## config.mk

```make
export PLATFORM = sky130hd
export DESIGN_NAME = hist_pass_scheduler_flat
export DESIGN_NICKNAME = d
export VERILOG_FILES = /design/src/rtl/hist_pass_scheduler_if.sv /design/src/rtl/hist_pass_scheduler.sv /design/src/flat_wrapper.sv
export SDC_FILE = /design/constraint.sdc
export NUM_CORES = 1
export LEC_CHECK = 0
export BUFFER_PORTS_ARGS = -buffer_cell sky130_fd_sc_hd__buf_4
export CAP_MARGIN = 20
export CORE_MARGIN = 2
export CORE_UTILIZATION = 45
export DETAILED_ROUTE_END_ITERATION = 12
export PLACE_DENSITY = 0.64
export SETUP_SLACK_MARGIN = 0.02
export SKIP_CTS_REPAIR_TIMING = 1
export SYNTH_ARGS = -nofsm -noshare
export SYNTH_HDL_FRONTEND = slang
export SYNTH_SLANG_ARGS = --single-unit
```

## constraint.sdc

```tcl
create_clock -name clk -period 3.05 [get_ports clk]
set_input_delay 0.4575 -clock clk [delete_from_list [all_inputs] [get_ports clk]]
set_output_delay 0.4575 -clock clk [all_outputs]
set_load 0.05 [all_outputs]
```

## src/rtl/hist_pass_scheduler_if.sv

```systemverilog
// ============================================================================
// Module   : hist_pass_scheduler_if
// Brief    : Sample stream, builder write port and clear/peak handshakes.
// Revision : 1.0
// ============================================================================
`default_nettype none

interface hist_pass_scheduler_if #(
    parameter int NP = 12
);
    logic          s_valid;
    logic [NP-1:0] s_data;
    logic          s_ready;
    logic          clr_req;
    logic          clr_done;
    logic          wr_en;
    logic [NP-1:0] wr_data;
    logic [7:0]    wr_pixel;
    logic          peak_req;
    logic          peak_done;

    // Scheduler side
    modport master (
        input  s_valid, s_data, clr_done, peak_done,
        output s_ready, clr_req, wr_en, wr_data, wr_pixel, peak_req
    );

    // Sample source, RAM clear engine, builder and peak unit side
    modport slave (
        output s_valid, s_data, clr_done, peak_done,
        input  s_ready, clr_req, wr_en, wr_data, wr_pixel, peak_req
    );
endinterface

`default_nettype wire

```

## src/rtl/hist_pass_scheduler.sv

```systemverilog
// ============================================================================
// Module   : hist_pass_scheduler
// Brief    : Sequences a coarse and a fine histogram pass per frame.
// Revision : 1.0
// ============================================================================
`default_nettype none

module hist_pass_scheduler #(
    parameter int DATA_NUM  = 4,
    parameter int PIXEL_NUM = 200,
    parameter int ACQ_NUM   = 33333,
    parameter int NP        = 12
) (
    input  wire logic              clk,
    input  wire logic              res,
    input  wire logic              start,
    input  wire logic              abort,
    hist_pass_scheduler_if.master  bus,
    output logic                   pass,
    output logic                   busy,
    output logic                   frame_done
);

    localparam int DW = (DATA_NUM > 1) ? $clog2(DATA_NUM) : 1;
    localparam logic [DW-1:0] DATA_LAST = DW'(DATA_NUM - 1);
    localparam logic [7:0]    PIX_LAST  = 8'(PIXEL_NUM - 1);
    localparam logic [19:0]   ACQ_LAST  = 20'(ACQ_NUM - 1);

    typedef enum logic [2:0] {
        IDLE   = 3'd0,
        CLR_C  = 3'd1,
        COARSE = 3'd2,
        PEAK_C = 3'd3,
        CLR_F  = 3'd4,
        FINE   = 3'd5,
        PEAK_F = 3'd6,
        DONE   = 3'd7
    } state_t;

    state_t        state;
    state_t        state_next;
    logic          pass_next;
    logic [DW-1:0] data_cnt;
    logic [7:0]    pix_cnt;
    logic [19:0]   acq_cnt;
    logic          accept;
    logic          data_wrap;
    logic          pix_wrap;
    logic          acq_wrap;
    logic          last_sample;

    // Abort also closes the handshake so the source never sees a lost sample.
    assign bus.s_ready = ((state == COARSE) || (state == FINE)) && !abort;
    assign accept      = bus.s_valid && bus.s_ready;
    assign data_wrap   = (data_cnt == DATA_LAST);
    assign pix_wrap    = (pix_cnt == PIX_LAST);
    assign acq_wrap    = (acq_cnt == ACQ_LAST);
    assign last_sample = accept && data_wrap && pix_wrap && acq_wrap;

    always_comb begin
        state_next     = state;
        pass_next      = pass;
        bus.clr_req    = 1'b0;
        bus.peak_req   = 1'b0;
        busy           = (state != IDLE);
        frame_done     = 1'b0;

        if (abort && (state != IDLE)) begin
            state_next = IDLE;
        end else begin
            case (state)
                IDLE:    if (start)         state_next = CLR_C;
                CLR_C:   if (bus.clr_done)  state_next = COARSE;
                COARSE:  if (last_sample)   state_next = PEAK_C;
                PEAK_C:  if (bus.peak_done) state_next = CLR_F;
                CLR_F:   if (bus.clr_done)  state_next = FINE;
                FINE:    if (last_sample)   state_next = PEAK_F;
                PEAK_F:  if (bus.peak_done) state_next = DONE;
                DONE:                       state_next = IDLE;
                default:                    state_next = IDLE;
            endcase
        end

        case (state_next)
            CLR_C, COARSE, PEAK_C:      pass_next = 1'b0;
            CLR_F, FINE, PEAK_F, DONE:  pass_next = 1'b1;
            default:                    pass_next = pass;
        endcase

        case (state)
            CLR_C, CLR_F:   bus.clr_req  = 1'b1;
            PEAK_C, PEAK_F: bus.peak_req = 1'b1;
            DONE:           frame_done   = !abort;
            default: ;
        endcase
    end

    always_ff @(posedge clk or posedge res) begin
        if (res) begin
            state <= IDLE;
            pass  <= 1'b0;
        end else begin
            state <= state_next;
            pass  <= pass_next;
        end
    end

    // Counters are mixed-radix: data within pixel within acquisition.
    always_ff @(posedge clk or posedge res) begin
        if (res) begin
            data_cnt <= '0;
            pix_cnt  <= '0;
            acq_cnt  <= '0;
        end else if (abort) begin
            data_cnt <= '0;
            pix_cnt  <= '0;
            acq_cnt  <= '0;
        end else if (accept) begin
            if (data_wrap) begin
                data_cnt <= '0;
                if (pix_wrap) begin
                    pix_cnt <= '0;
                    acq_cnt <= acq_wrap ? 20'd0 : acq_cnt + 20'd1;
                end else begin
                    pix_cnt <= pix_cnt + 8'd1;
                end
            end else begin
                data_cnt <= data_cnt + DW'(1);
            end
        end
    end

    always_ff @(posedge clk or posedge res) begin
        if (res) begin
            bus.wr_en    <= 1'b0;
            bus.wr_data  <= '0;
            bus.wr_pixel <= '0;
        end else begin
            bus.wr_en <= accept;
            if (accept) begin
                bus.wr_data  <= bus.s_data;
                bus.wr_pixel <= pix_cnt;
            end
        end
    end

endmodule

`default_nettype wire

```

## src/flat_wrapper.sv

```systemverilog
// flat-port wrapper written by rule: the top's interface ports become plain ports
module hist_pass_scheduler_flat 
#(
    parameter int DATA_NUM  = 4,
    parameter int PIXEL_NUM = 200,
    parameter int ACQ_NUM   = 33333,
    parameter int NP        = 12
)
  (clk, res, start, abort, pass, busy, frame_done, bus_s_valid, bus_s_data, bus_clr_done, bus_peak_done, bus_s_ready, bus_clr_req, bus_wr_en, bus_wr_data, bus_wr_pixel, bus_peak_req);
  hist_pass_scheduler_if #(.NP(NP)) bus_i ();
  input  wire logic clk;
  input  wire logic res;
  input  wire logic start;
  input  wire logic abort;
  output logic pass;
  output logic busy;
  output logic frame_done;
  input wire logic [$bits(bus_i.s_valid)-1:0] bus_s_valid;
  input wire logic [$bits(bus_i.s_data)-1:0] bus_s_data;
  input wire logic [$bits(bus_i.clr_done)-1:0] bus_clr_done;
  input wire logic [$bits(bus_i.peak_done)-1:0] bus_peak_done;
  output wire logic [$bits(bus_i.s_ready)-1:0] bus_s_ready;
  output wire logic [$bits(bus_i.clr_req)-1:0] bus_clr_req;
  output wire logic [$bits(bus_i.wr_en)-1:0] bus_wr_en;
  output wire logic [$bits(bus_i.wr_data)-1:0] bus_wr_data;
  output wire logic [$bits(bus_i.wr_pixel)-1:0] bus_wr_pixel;
  output wire logic [$bits(bus_i.peak_req)-1:0] bus_peak_req;
  assign bus_i.s_valid = bus_s_valid;
  assign bus_i.s_data = bus_s_data;
  assign bus_i.clr_done = bus_clr_done;
  assign bus_i.peak_done = bus_peak_done;
  assign bus_s_ready = bus_i.s_ready;
  assign bus_clr_req = bus_i.clr_req;
  assign bus_wr_en = bus_i.wr_en;
  assign bus_wr_data = bus_i.wr_data;
  assign bus_wr_pixel = bus_i.wr_pixel;
  assign bus_peak_req = bus_i.peak_req;
  hist_pass_scheduler #(.DATA_NUM(DATA_NUM), .PIXEL_NUM(PIXEL_NUM), .ACQ_NUM(ACQ_NUM), .NP(NP)) u_core (.clk(clk), .res(res), .start(start), .abort(abort), .bus(bus_i), .pass(pass), .busy(busy), .frame_done(frame_done));
endmodule
```

# Word-level counts from Yosys, hierarchy flattened
# Index checks and enable logic that the tools add are counted.
# classes
reduce_logical,20
eq_ne,17
add_sub_neg,3
muxes,25
# ops
cell,n
20-bit two-way mux,5
8-bit two-way mux,4
"3-bit equality test, second input constant",8
3-bit two-way mux,8
3-bit one-hot mux with 8 select lines,1
"20-bit by 1-bit adder with 20-bit output, second input constant",1
"20-bit by 16-bit equality test with 1-bit output, second input constant",1
"3-bit by 2-bit equality test with 1-bit output, second input constant",4
"8-bit by 1-bit adder with 8-bit output, second input constant",1
"8-bit equality test, second input constant",1
2-bit nonzero test,4
"3-bit by 1-bit equality test with 1-bit output, second input constant",2
1-bit logical AND,6
2-bit two-way mux,3
2-bit OR reduction,2
4-bit OR reduction,1
3-bit logical NOT,1
1-bit two-way mux,3
3-bit AND reduction,1
3-bit nonzero test,1
3-bit OR reduction,1
"2-bit by 1-bit adder with 2-bit output, second input constant",1
"2-bit equality test, second input constant",1
1-bit one-hot mux with 2 select lines,1
other kinds (3),3
# totals
inputBits,19
output_inout_bits,27
ff_bits,55
word_cells,73

# Logic depth before layout (Yosys ltp)
# depth
word_depth,13
depth_mapped,8
mapped_depth_nobuf,7

# Least setup slack after synthesis
# OpenSTA, ideal clock, no wires.
# synth_path
path_type,reg-to-reg
from,register u_core.state[0]
to,register u_core.bus.wr_data[0]
n_path_buf,1
period_less_slack_ns,2.644
setup_slack_ns,0.406
path_stages_with_launch,6
arrival_ns,2.519
required_ns,2.925
path_cell_list,dfrtp_1 or3b_1 a21oi_1 nand2_1 clkbuf_1 mux2_2
# synth_via
elab_chain_cells,4
elab_cells_between_ends,5
classes_between,2 x eq/ne; 3 x reduce/logical
# synth_lines
element,line_no,source
"start, declared",hist_pass_scheduler.sv:40,state_t state;
"start signal, assigned",hist_pass_scheduler.sv:103,state <= state_next;
3-bit by 2-bit equality test with 1-bit output / 3-bit equality test (equally long branches),hist_pass_scheduler.sv:53,assign bus.s_ready = ((state == COARSE) || (state == FINE)) && !abort;
1-bit logical OR (*),hist_pass_scheduler.sv:53,
1-bit logical AND (*),hist_pass_scheduler.sv:53,
net bus_s_ready,flat_wrapper.sv:22,output wire logic [$bits(bus_i.s_ready)-1:0] bus_s_ready;
1-bit logical AND (*),hist_pass_scheduler.sv:54,assign accept = bus.s_valid && bus.s_ready;
"end signal, assigned",hist_pass_scheduler.sv:141,bus.wr_data <= bus.s_data;
"end, declared",hist_pass_scheduler_if.sv:25,"output s_ready, clr_req, wr_en, wr_data, wr_pixel, peak_req"
# The timed path passes the listed nets; every way through them passes the cells marked *.
# A chain may end at the register's enable or synchronous reset.

# Worst setup path after layout
# layout_path
from,register u_core.acq_cnt[0]
to,register u_core.acq_cnt[17]
# layout_via
elab_chain_cells,6
elab_cells_between_ends,7
classes_between,1 x add/sub; 1 x eq/ne; 5 x mux
# layout_lines
element,line_no,source
"start, declared",hist_pass_scheduler.sv:45,logic [19:0] acq_cnt;
"start signal, assigned",hist_pass_scheduler.sv:123,acq_cnt <= acq_wrap ? 20'd0 : acq_cnt + 20'd1;
20-bit by 1-bit adder with 20-bit output / 20-bit by 16-bit equality test with 1-bit output (equally long branches),"hist_pass_scheduler.sv:123, hist_pass_scheduler.sv:57",
20-bit two-way mux (*),hist_pass_scheduler.sv:123,
20-bit two-way mux (*),hist_pass_scheduler.sv:121,if (pix_wrap) begin
20-bit two-way mux (*),hist_pass_scheduler.sv:119,if (data_wrap) begin
20-bit two-way mux (*),hist_pass_scheduler.sv:118,end else if (accept) begin
20-bit two-way mux (*),hist_pass_scheduler.sv:114,end else if (abort) begin
# Every way passes the cells marked *; elsewhere a longest branch is shown, timed or not. The select of a mux whose other input is x is not followed.

==> impl_metrics.ini <==
[floorplan]
fp.dieH_um = 84.02
die_area_um2 = 7059
die_x_um = 84.02
rows = 29
start_util = 0.4590
io_pins = 46
core_area_um2 = 6277

[synth]
syn_inst = 286
synth.area.top_cells = dfrtp_1, mux2_2, a21oi_1, o21ai_0, o31ai_1
synth_fp_nets = 309
yosysTopAreaCell = dfrtp_1
ys_types = 48
yosysWarnings = 0
synth_seq_cells = 55
yosysSeqAreaShare = 0.4776
synth_area_um2 = 2882
synth_edf_count = 0
synth_area_per_cell_um2 = 10.08
ys.flop_type = dfrtp_1
synth-async-reset-ratio = 1.000
yosysTopAreaCellShare = 0.4776

[layout]
drive_gt1_frac = 0.2659
final_cells = 408
postLayoutCellArea_um2 = 3396
area_growth_pct = 17.85
finalNetCount = 353
register_area_um2 = 1376
diodes = 0
multi_input_area_um2 = 1406
fill_cells = 576

[job]
drv_cap = 0

[clocking]
clk_pin_slew_ns = 0.10
numClockSinks = 55
cts-htree-levels = 2
cts_buffers = 5
cts_root_buf = clkbuf_8
clk_latency_ns = 0.31
clock_path_buffers = 2
cts_tree = done

[global_route]
grt_max_degree = 35
grt_util_all_layers = 0.1812
grt_overflow = 0
grt_pass1_wl_um = 10570
grt_pass1_vias = 2273
grt_antenna_before_repair = 0

[pwr]
power_density_nw_per_um2 = 517.9
leakage_nw = 1.473
ir_drop_v = 0.0003649

[place]
dpl-instance-area_um2 = 3284
dp_slack_ns = 0.6162
placedCellCount = 400
port_buffers = 45
place_congestion = 0.8097
dp_hpwl_um = 4164

[timing]
timing.slew.headroom = 0.5887
rsz0062_at_grt = no
hold_viol = 0
holdWs_ns = 0.1726
setup_viol = 0
fin_worst_skew_ns = 0.01162
max_freq_ghz = 0.4051
period_share = 0.8094
setup_ws_ns = 0.5813
tns_ns = 0
worst_slew_pin_slew_ns = 0.6106
drv_slew = 0
min_period_ns = 2.469

[detailed_routing]
wl_per_cell_um = 14.41
drt-pass1-iter-count = 4
vias = 2330
drc = 0
ant_nets = 0
routed_wl_um = 5878
drt-initial-drc-count = 120
vias_per_cell = 5.711

[setup_path]
critPathKind = reg2reg
crit_slowest_cell = or4b_4
path_max_fanout = 12
start_kind = register
critical_path.max_stage_delay_ns = 0.46
worstPathArrival_ns = 2.64
crit_chain = inv_1 -> ha_1 -> or4b_4 -> nor4b_4 -> nand4_1 -> nand2b_1 -> a21oi_1
crit_required_ns = 3.22
critPathCaptureType = register

[hold_path]
hp-class = in2async

[outcome]
status = completed
-- cell type report --
cell class	instances	area share
Sequential cell	55	0.4053
Clock buffer	6	0.02137
Multi-Input combinational cell	209	0.4141
Clock inverter	2	0.01142
Inverter	10	0.01105
Timing Repair Buffer	49	0.1083
Tap cell	77	0.02837
-- cells in the final DEF (no fill, tap or decap), types with 5 or more instances in the layout --
cell / n
dfrtp_1: 55
buf_4: 49
a21oi_1: 27
mux2_2: 20
o21ai_0: 20
nand2_1: 19
nor2_1: 16
nand3_1: 14
o31ai_1: 13
inv_1: 9
or4_1: 9
nor3_1: 7
nand3b_1: 6
or3_1: 6
clkbuf_8: 5
-- Yosys cell counts (2+ instances only) --
cell      number
a21boi_0       2
a21oi_1       27
a31oi_1        2
and2_1         3
and3_1         2
and3_2         2
and4_1         2
clkbuf_1       9
dfrtp_1       55
ha_1           4
inv_1         10
mux2_2        20
nand2_1       19
nand2b_1       2
nand3_1       14
nand3b_1       6
nand4_1        4
nor2_1        16
nor2b_1        2
nor3_1         7
nor3b_1        2
nor4b_1        2
o21ai_0       20
o31ai_1       13
or3_1          6
or3b_1         3
or4_1          9
or4b_4         2
xor2_1         2
-- sequential cells by signal, indices dropped and copies added (netlist names) --
| register | flops |
|---|---|
| u_core.pass | 1 |
| u_core.pix_cnt | 8 |
| u_core.bus.wr_pixel | 8 |
| u_core.state | 3 |
| u_core.bus.wr_en | 1 |
| u_core.bus.wr_data | 12 |
| u_core.data_cnt | 2 |
| u_core.acq_cnt | 20 |
-- power breakdown --
group          total, W  internal (W)  switching [W]
clock network  0.000484      0.000248       0.000236
registers      0.000829      0.000787      0.0000414
logic          0.000446      0.000149       0.000297
total           0.00176       0.00118       0.000574
-- stage by stage --
step / power [W] / util
3_5_place_dp: 0.001295 / 0.5232
6_report: 0.001759 / 0.5410
5_1_grt: 0.001849 / 0.5410
2_1_floorplan: 0.001151 / -
3_3_place_gp: 0.001288 / 0.5232
4_1_cts: 0.001780 / 0.5410
-- kinds of logic after synthesis --
kind of cell,count (synthesis),share of synthesized area
compound gates,72,0.1524
xor+xnor,2,0.006080
fa+ha+maj,4,0.01737
buf+inv,22,0.03430
flops,55,0.4776
mux,21,0.08163
simple gates,110,0.2306
-- worst max-delay path, delay by kind of cell, from the launching register on --
kind | cells | cell delay [ns]
simple gates | 4 | 1.57
flops | 1 | 0.42
fa+ha+maj | 1 | 0.14
buf+inv | 1 | 0.11
compound gates | 1 | 0.09
-- final timing paths --
| check | depth (start not counted) | to | slack [ns] | startpoint |
|---|---|---|---|---|
| min reg2reg | 1 | u_core.bus.wr_data[4]$_DFFE_PP0P_ | 0.51 | u_core.bus.wr_data[4]$_DFFE_PP0P_ |
| min in group clk | 2 | u_core.bus.wr_data[6]$_DFFE_PP0P_ | 0.37 | bus_s_data[6] |
| max reg2reg | 7 | u_core.acq_cnt[17]$_DFFE_PP0P_ | 0.58 | u_core.acq_cnt[0]$_DFFE_PP0P_ |
| min | 3 | u_core.bus.wr_data[3]$_DFFE_PP0P_ | 0.17 | res |
| max | 7 | u_core.acq_cnt[17]$_DFFE_PP0P_ | 0.58 | u_core.acq_cnt[0]$_DFFE_PP0P_ |
| max in group asynchronous | 3 | u_core.acq_cnt[6]$_DFFE_PP0P_ | 2.48 | res |
-- routing by layer --
metal  part of all wire  vias up  routed length (um)  GRT usage
met5                  0        -                   0          0
met4              0.011        0                  64    0.04545
met3              0.037        4                 220    0.03264
met2               0.49       46                2875     0.2951
met1               0.46     1137                2717     0.2510
li1                   -     1143                   -          -
No activity file was read; power rests on OpenSTA's default activity.
